File: config.mk
export PLATFORM = sky130hd
export DESIGN_NAME = mult_seq_flat
export DESIGN_NICKNAME = d
export VERILOG_FILES = /design/src/rtl/mult_seq_pkg.sv /design/src/rtl/mult_seq_if.sv /design/src/rtl/mult_seq_dp.sv /design/src/rtl/mult_seq.sv /design/src/flat_wrapper.sv
export SDC_FILE = /design/constraint.sdc
export NUM_CORES = 1
export LEC_CHECK = 0
export CAP_MARGIN = 20
export CORE_ASPECT_RATIO = 1.1
export CORE_MARGIN = 3
export CORE_UTILIZATION = 40
export CTS_BUF_LIST = sky130_fd_sc_hd__clkbuf_8 sky130_fd_sc_hd__clkbuf_16
export DETAILED_ROUTE_END_ITERATION = 8
export PLACE_DENSITY_LB_ADDON = 0.15
export SYNTH_ARGS = -nofsm -noshare
export SYNTH_HDL_FRONTEND = slang
export SYNTH_SLANG_ARGS = --single-unit
File: constraint.sdc
create_clock -name clk_i -period 4.2 [get_ports clk_i]
set_clock_uncertainty 0.1 [all_clocks]
set_input_delay 0.84 -clock clk_i [delete_from_list [all_inputs] [get_ports clk_i]]
set_output_delay 0.84 -clock clk_i [all_outputs]
set_load 0.02 [all_outputs]
File: src/rtl/mult_seq_pkg.sv
// Shared types and constants for the sequential multiplier.
package mult_pkg;
    typedef enum logic [1:0] {IDLE, RUN_ADD, RUN_SHIFT, DONE} mult_state_t;
    localparam logic MODE_ADD   = 1'b0;
    localparam logic MODE_SHIFT = 1'b1;
endpackage

File: src/rtl/mult_seq_if.sv
// Host-side handshake bundle: start/ready request channel, valid/ack result channel.
interface mult_seq_if #(parameter int WIDTH = 4);
    logic                 start_i;
    logic                 mode_i;
    logic [WIDTH-1:0]     a_i;
    logic [WIDTH-1:0]     b_i;
    logic                 ready_o;
    logic                 valid_o;
    logic [2*WIDTH-1:0]   product_o;
    logic                 ack_i;

    modport master (output start_i, mode_i, a_i, b_i, ack_i,
                    input  ready_o, valid_o, product_o);
    modport slave  (input  start_i, mode_i, a_i, b_i, ack_i,
                    output ready_o, valid_o, product_o);
endinterface

File: src/rtl/mult_seq_dp.sv
// Multiplier datapath: multiplicand P, multiplier/count Q, accumulator F, shift iteration counter.
module mult_seq_dp #(
    parameter int WIDTH = 4
) (
    input  logic                 clk,
    input  logic                 rst,
    input  logic                 load,
    input  logic                 add_en,
    input  logic                 dec_q,
    input  logic                 shift_en,
    input  logic                 clr_f,
    input  logic [WIDTH-1:0]     a,
    input  logic [WIDTH-1:0]     b,
    output logic                 q_zero,
    output logic                 q_lsb,
    output logic                 iter_last,
    output logic [2*WIDTH-1:0]   f
);
    localparam int CW = $clog2(WIDTH + 1);
    localparam logic [CW-1:0] CNT_END = CW'(WIDTH);

    logic [2*WIDTH-1:0] p;
    logic [WIDTH-1:0]   q;
    logic [CW-1:0]      cnt;
    logic [2*WIDTH-1:0] sum;

    // Final product fits in 2*WIDTH bits, so the carry out is dropped.
    assign sum       = f + p;
    assign q_zero    = (q == '0);
    assign q_lsb     = q[0];
    assign iter_last = (cnt == CNT_END);

    always_ff @(posedge clk or posedge rst) begin
        if (rst) begin
            p   <= '0;
            q   <= '0;
            f   <= '0;
            cnt <= '0;
        end else begin
            if (load) begin
                p   <= {{WIDTH{1'b0}}, a};
                q   <= b;
                cnt <= '0;
            end else begin
                if (dec_q)
                    q <= q - 1'b1;
                if (shift_en) begin
                    p   <= p << 1;
                    q   <= q >> 1;
                    cnt <= cnt + 1'b1;
                end
            end
            if (clr_f)
                f <= '0;
            else if (add_en)
                f <= sum;
        end
    end
endmodule

File: src/rtl/mult_seq.sv
// Sequential unsigned multiplier: controller FSM around mult_seq_dp, two selectable algorithms.
module mult_seq
    import mult_pkg::*;
#(
    parameter int WIDTH = 4
) (
    input  logic       clk_i,
    input  logic       rst_i,
    mult_seq_if.slave  bus
);
    mult_state_t        state, state_nxt;
    logic               load, add_en, dec_q, shift_en, clr_f, capture;
    logic               q_zero, q_lsb, iter_last;
    logic [2*WIDTH-1:0] f;
    logic [2*WIDTH-1:0] product_q;

    mult_seq_dp #(.WIDTH(WIDTH)) u_dp (
        .clk       (clk_i),
        .rst       (rst_i),
        .load      (load),
        .add_en    (add_en),
        .dec_q     (dec_q),
        .shift_en  (shift_en),
        .clr_f     (clr_f),
        .a         (bus.a_i),
        .b         (bus.b_i),
        .q_zero    (q_zero),
        .q_lsb     (q_lsb),
        .iter_last (iter_last),
        .f         (f)
    );

    always_ff @(posedge clk_i or posedge rst_i) begin
        if (rst_i) begin
            state     <= IDLE;
            product_q <= '0;
        end else begin
            state <= state_nxt;
            if (capture)
                product_q <= f;
        end
    end

    // The chosen RUN_* state carries the mode, so it needs no register of its own.
    always_comb begin
        state_nxt = state;
        load      = 1'b0;
        clr_f     = 1'b0;
        add_en    = 1'b0;
        dec_q     = 1'b0;
        shift_en  = 1'b0;
        capture   = 1'b0;
        unique case (state)
            IDLE: if (bus.start_i) begin
                load      = 1'b1;
                clr_f     = 1'b1;
                state_nxt = (bus.mode_i == MODE_SHIFT) ? RUN_SHIFT : RUN_ADD;
            end
            RUN_ADD: if (q_zero) begin
                capture   = 1'b1;
                state_nxt = DONE;
            end else begin
                add_en = 1'b1;
                dec_q  = 1'b1;
            end
            RUN_SHIFT: if (iter_last) begin
                capture   = 1'b1;
                state_nxt = DONE;
            end else begin
                add_en   = q_lsb;
                shift_en = 1'b1;
            end
            DONE: if (bus.ack_i) state_nxt = IDLE;
            default: state_nxt = IDLE;
        endcase
    end

    assign bus.ready_o   = (state == IDLE);
    assign bus.valid_o   = (state == DONE);
    assign bus.product_o = product_q;
endmodule

File: src/flat_wrapper.sv
// flat-port wrapper written by rule: the top's interface ports become plain ports
module mult_seq_flat import mult_pkg::*;
#(
    parameter int WIDTH = 4
)
  (clk_i, rst_i, bus_start_i, bus_mode_i, bus_a_i, bus_b_i, bus_ack_i, bus_ready_o, bus_valid_o, bus_product_o);
  mult_seq_if #(.WIDTH(WIDTH)) bus_i ();
  input  logic clk_i;
  input  logic rst_i;
  input wire logic [$bits(bus_i.start_i)-1:0] bus_start_i;
  input wire logic [$bits(bus_i.mode_i)-1:0] bus_mode_i;
  input wire logic [$bits(bus_i.a_i)-1:0] bus_a_i;
  input wire logic [$bits(bus_i.b_i)-1:0] bus_b_i;
  input wire logic [$bits(bus_i.ack_i)-1:0] bus_ack_i;
  output wire logic [$bits(bus_i.ready_o)-1:0] bus_ready_o;
  output wire logic [$bits(bus_i.valid_o)-1:0] bus_valid_o;
  output wire logic [$bits(bus_i.product_o)-1:0] bus_product_o;
  assign bus_i.start_i = bus_start_i;
  assign bus_i.mode_i = bus_mode_i;
  assign bus_i.a_i = bus_a_i;
  assign bus_i.b_i = bus_b_i;
  assign bus_i.ack_i = bus_ack_i;
  assign bus_ready_o = bus_i.ready_o;
  assign bus_valid_o = bus_i.valid_o;
  assign bus_product_o = bus_i.product_o;
  mult_seq #(.WIDTH(WIDTH)) u_core (.clk_i(clk_i), .rst_i(rst_i), .bus(bus_i));
endmodule
==> out/qor.yml <==
status:
  outcome: "finished clean"
setup_path:
  critical_path_depth: 3
  path_cells: "inv_1 -> ha_1 -> clkdlybuf4s50_1"
  critPathBufInv: 2
  ff2ff_path_depth: 6
  critical_path.top_delay_family: "buffers and inverters"
  crit_required_ns: 3.26
  path_class: "flip-flop to output pin"
  crit_path_max_fanout: 4
  crit_path_end_kind: "output pin"
  crit_path_start_kind: "flip-flop"
  arrival_ns: 1.65
  critPathMaxStageDelay_ns: 0.62
  crit_slowest_cell: "clkdlybuf4s50_1"
pwr:
  p_per_area_nw_per_um2: 755
  power_leakage_nw: 1.00
  irDropWorstVdd_v: 0.000318
yosys:
  synth_top_area_cell: "dfrtp_1"
  ys_dominant_reg_cell: "dfrtp_1"
  synthTopCellsByArea: "dfrtp_1 44%, ha_1 10%, nand2_1 9.2%, a21oi_1 5.0%, mux2_2 4.2%"
  synth.top_cell.area_share_pct: 43.8
  synth-seq-cells: 33
  yosysUniqueCellTypes: 36
  syn-instance-count: 202
  syn_nets: 231
  yosys_warnings: 0
  postSynthAreaPerCell_um2: 9.33
  synth_edf_count: 0
  netlist_area_um2: 1880
  postSynth.asyncResetShare_pct: 100
  yosysSeqAreaShare_pct: 43.8
clock_tree:
  cts_resized: 0
  cts_buffers: 5
  clkTransAtPathRegs_ns: 0.07
  cts_root_buf: "clkbuf_8"
  clock_sinks: 33
  clock_path_buffers: 2
  postCtsSetupRepairBufs: 0
  cts_tree: "done"
  cts_hold_buffers: 0
  clock_latency_ns: 0.29
  h-tree-depth: 2
global_route:
  grt_pass1_vias: 1392
  antenna_found_initial: 0
  track_usage_pct: 15.4
  grt_pass1_wl_um: 6600
  grt_max_degree: 23
  gr-total-overflow: 0
floorplan:
  die_area_um2: 5570
  ios: 23
  die_y_um: 78.0
  initial_utilization_pct: 42.7
  coreArea_um2: 4410
  fp.dieW_um: 71.4
  rows: 25
placement:
  gp_congestion: 0.818
  placed_cell_area_um2: 2160
  hpwl_um: 2750
  io_buffers: 22
  placedCellCount: 273
route:
  wl_per_cell_um: 13.9
  wl_um: 3880
  dr.pass1.iters: 4
  vias: 1474
  drtIter0Drc: 63
  detail_route.vias_per_cell: 5.26
  post-route-drc-count: 0
  antenna_left: 0
hold_path:
  hold_path_depth: 2
  hold_path_class: "flip-flop to flip-flop"
timing:
  max_freq_ghz: 0.386
  relSlewSlack_pct: 43.9
  slew_violations: 0
  rsz0062_at_grt: "no"
  worst_slew_pin_slew_ns: 0.841
  setup_tns_ns: 0
  hold_slack_ns: 0.381
  setup_viol: 0
  fin_crit_ns: 2.59
  finalHoldViolations: 0
  fin_crit_sh_pct: 61.7
cells_and_area:
  drive_above_1_share_pct: 7.52
  nNetsFinal: 255
  fillers: 416
  syn2layout_area_growth_pct: 19.0
  n_antenna_cell: 0
  stdcell_count: 280
  final_cell_area_um2: 2240
run:
  cap_violations: 0
[metrics by stage]
stage	power [W]	util, %	setup slack (ns)
3_3_place_gp	0.00144	48.9	1.86
4_1_cts	0.00171	50.8	1.60
6_report	0.00169	50.8	1.61
3_5_place_dp	0.00146	48.9	1.81
2_1_floorplan	0.00122	-	2.19
5_1_grt	0.00184	50.8	1.50
[state kept, by name, summed over array words and instances, names as in the netlist]
name                  flops
u_core.bus.product_o      8
u_core.u_dp.f             8
u_core.u_dp.p             8
u_core.u_dp.q             4
u_core.u_dp.cnt           3
u_core.state              2
[path summary, 6_finish.rpt]
path / start / to / slack (ns)
min in group asynchronous: rst_i / u_core.u_dp.q[0] / 0.93
setup reg to reg: u_core.state[0] / u_core.u_dp.f[7] / 1.82
max in group asynchronous: rst_i / u_core.u_dp.p[7] / 2.39
hold / removal: u_core.bus.product_o[1] / u_core.bus.product_o[1] / 0.38
hold reg to reg: u_core.bus.product_o[1] / u_core.bus.product_o[1] / 0.38
setup / recovery: u_core.state[0] / bus_ready_o / 1.61
[Yosys cell counts, drive strengths merged, types with 2 or more instances]
master / instances
a21oi: 19
a31oi: 6
and2: 2
and3: 2
buf: 2
clkbuf: 4
dfrtp: 33
ha: 15
inv: 13
mux2: 7
nand2: 46
nand2b: 3
nand3: 2
nor2: 10
o211ai: 4
o21ai: 9
o31ai: 3
xnor2: 4
xor2: 2
[worst reg2reg max path, delay by kind of cell (launching register included)]
kind	cells	cell delay (ns)
compound gates	3	0.93
fa+ha+maj	1	0.21
buf+inv	1	0.12
flops	1	0.40
simple gates	1	0.54
[routing by layer]
metal / routed length (um) / GRT usage, % / up-vias
met5: 0 / 0 / -
met4: 105 / 6.95 / 0
met3: 143 / 4.53 / 10
met2: 1740 / 23.3 / 28
met1: 1890 / 20.0 / 691
li1: - / - / 745
[kinds of logic after synthesis]
group	share of synthesized area [%]
compound gates	18.1
xor+xnor	2.79
flops	43.8
buf+inv	3.85
mux	4.18
simple gates	16.3
fa+ha+maj	11.0
[report_power, final]
group	internal, W	total (W)	switching, W
Combinational	0.000393	0.000894	0.000501
Sequential	0.000449	0.000557	0.000108
Clock	0.000128	0.000242	0.000115
Total	0.000970	0.00169	0.000724
[placed cells by master (no fill, tap or decap), types with 2 or more instances in the layout]
| cell type | instances |
|---|---|
| nand2_1 | 46 |
| dfrtp_1 | 33 |
| clkdlybuf4s50_1 | 22 |
| a21oi_1 | 19 |
| ha_1 | 15 |
| inv_1 | 14 |
| nor2_1 | 10 |
| o21ai_0 | 9 |
| mux2_2 | 7 |
| a31oi_1 | 6 |
| clkbuf_8 | 6 |
| xnor2_1 | 4 |
| o211ai_1 | 4 |
| o31ai_1 | 3 |
| nand2b_1 | 3 |
| nand3_1 | 2 |
| and2_1 | 2 |
| and3_1 | 2 |
| xor2_1 | 2 |
[layout make-up]
class	instances	area [um^2]	area share, %
multi-input combinational	150	986	44.0
sequential	33	826	36.8
timing repair buffer	23	228	10.2
clock buffer	6	82.6	3.68
tap	54	67.6	3.01
inverter	13	48.8	2.18
clock inverter	1	3.75	0.167
(Power assumes the default switching activity.)
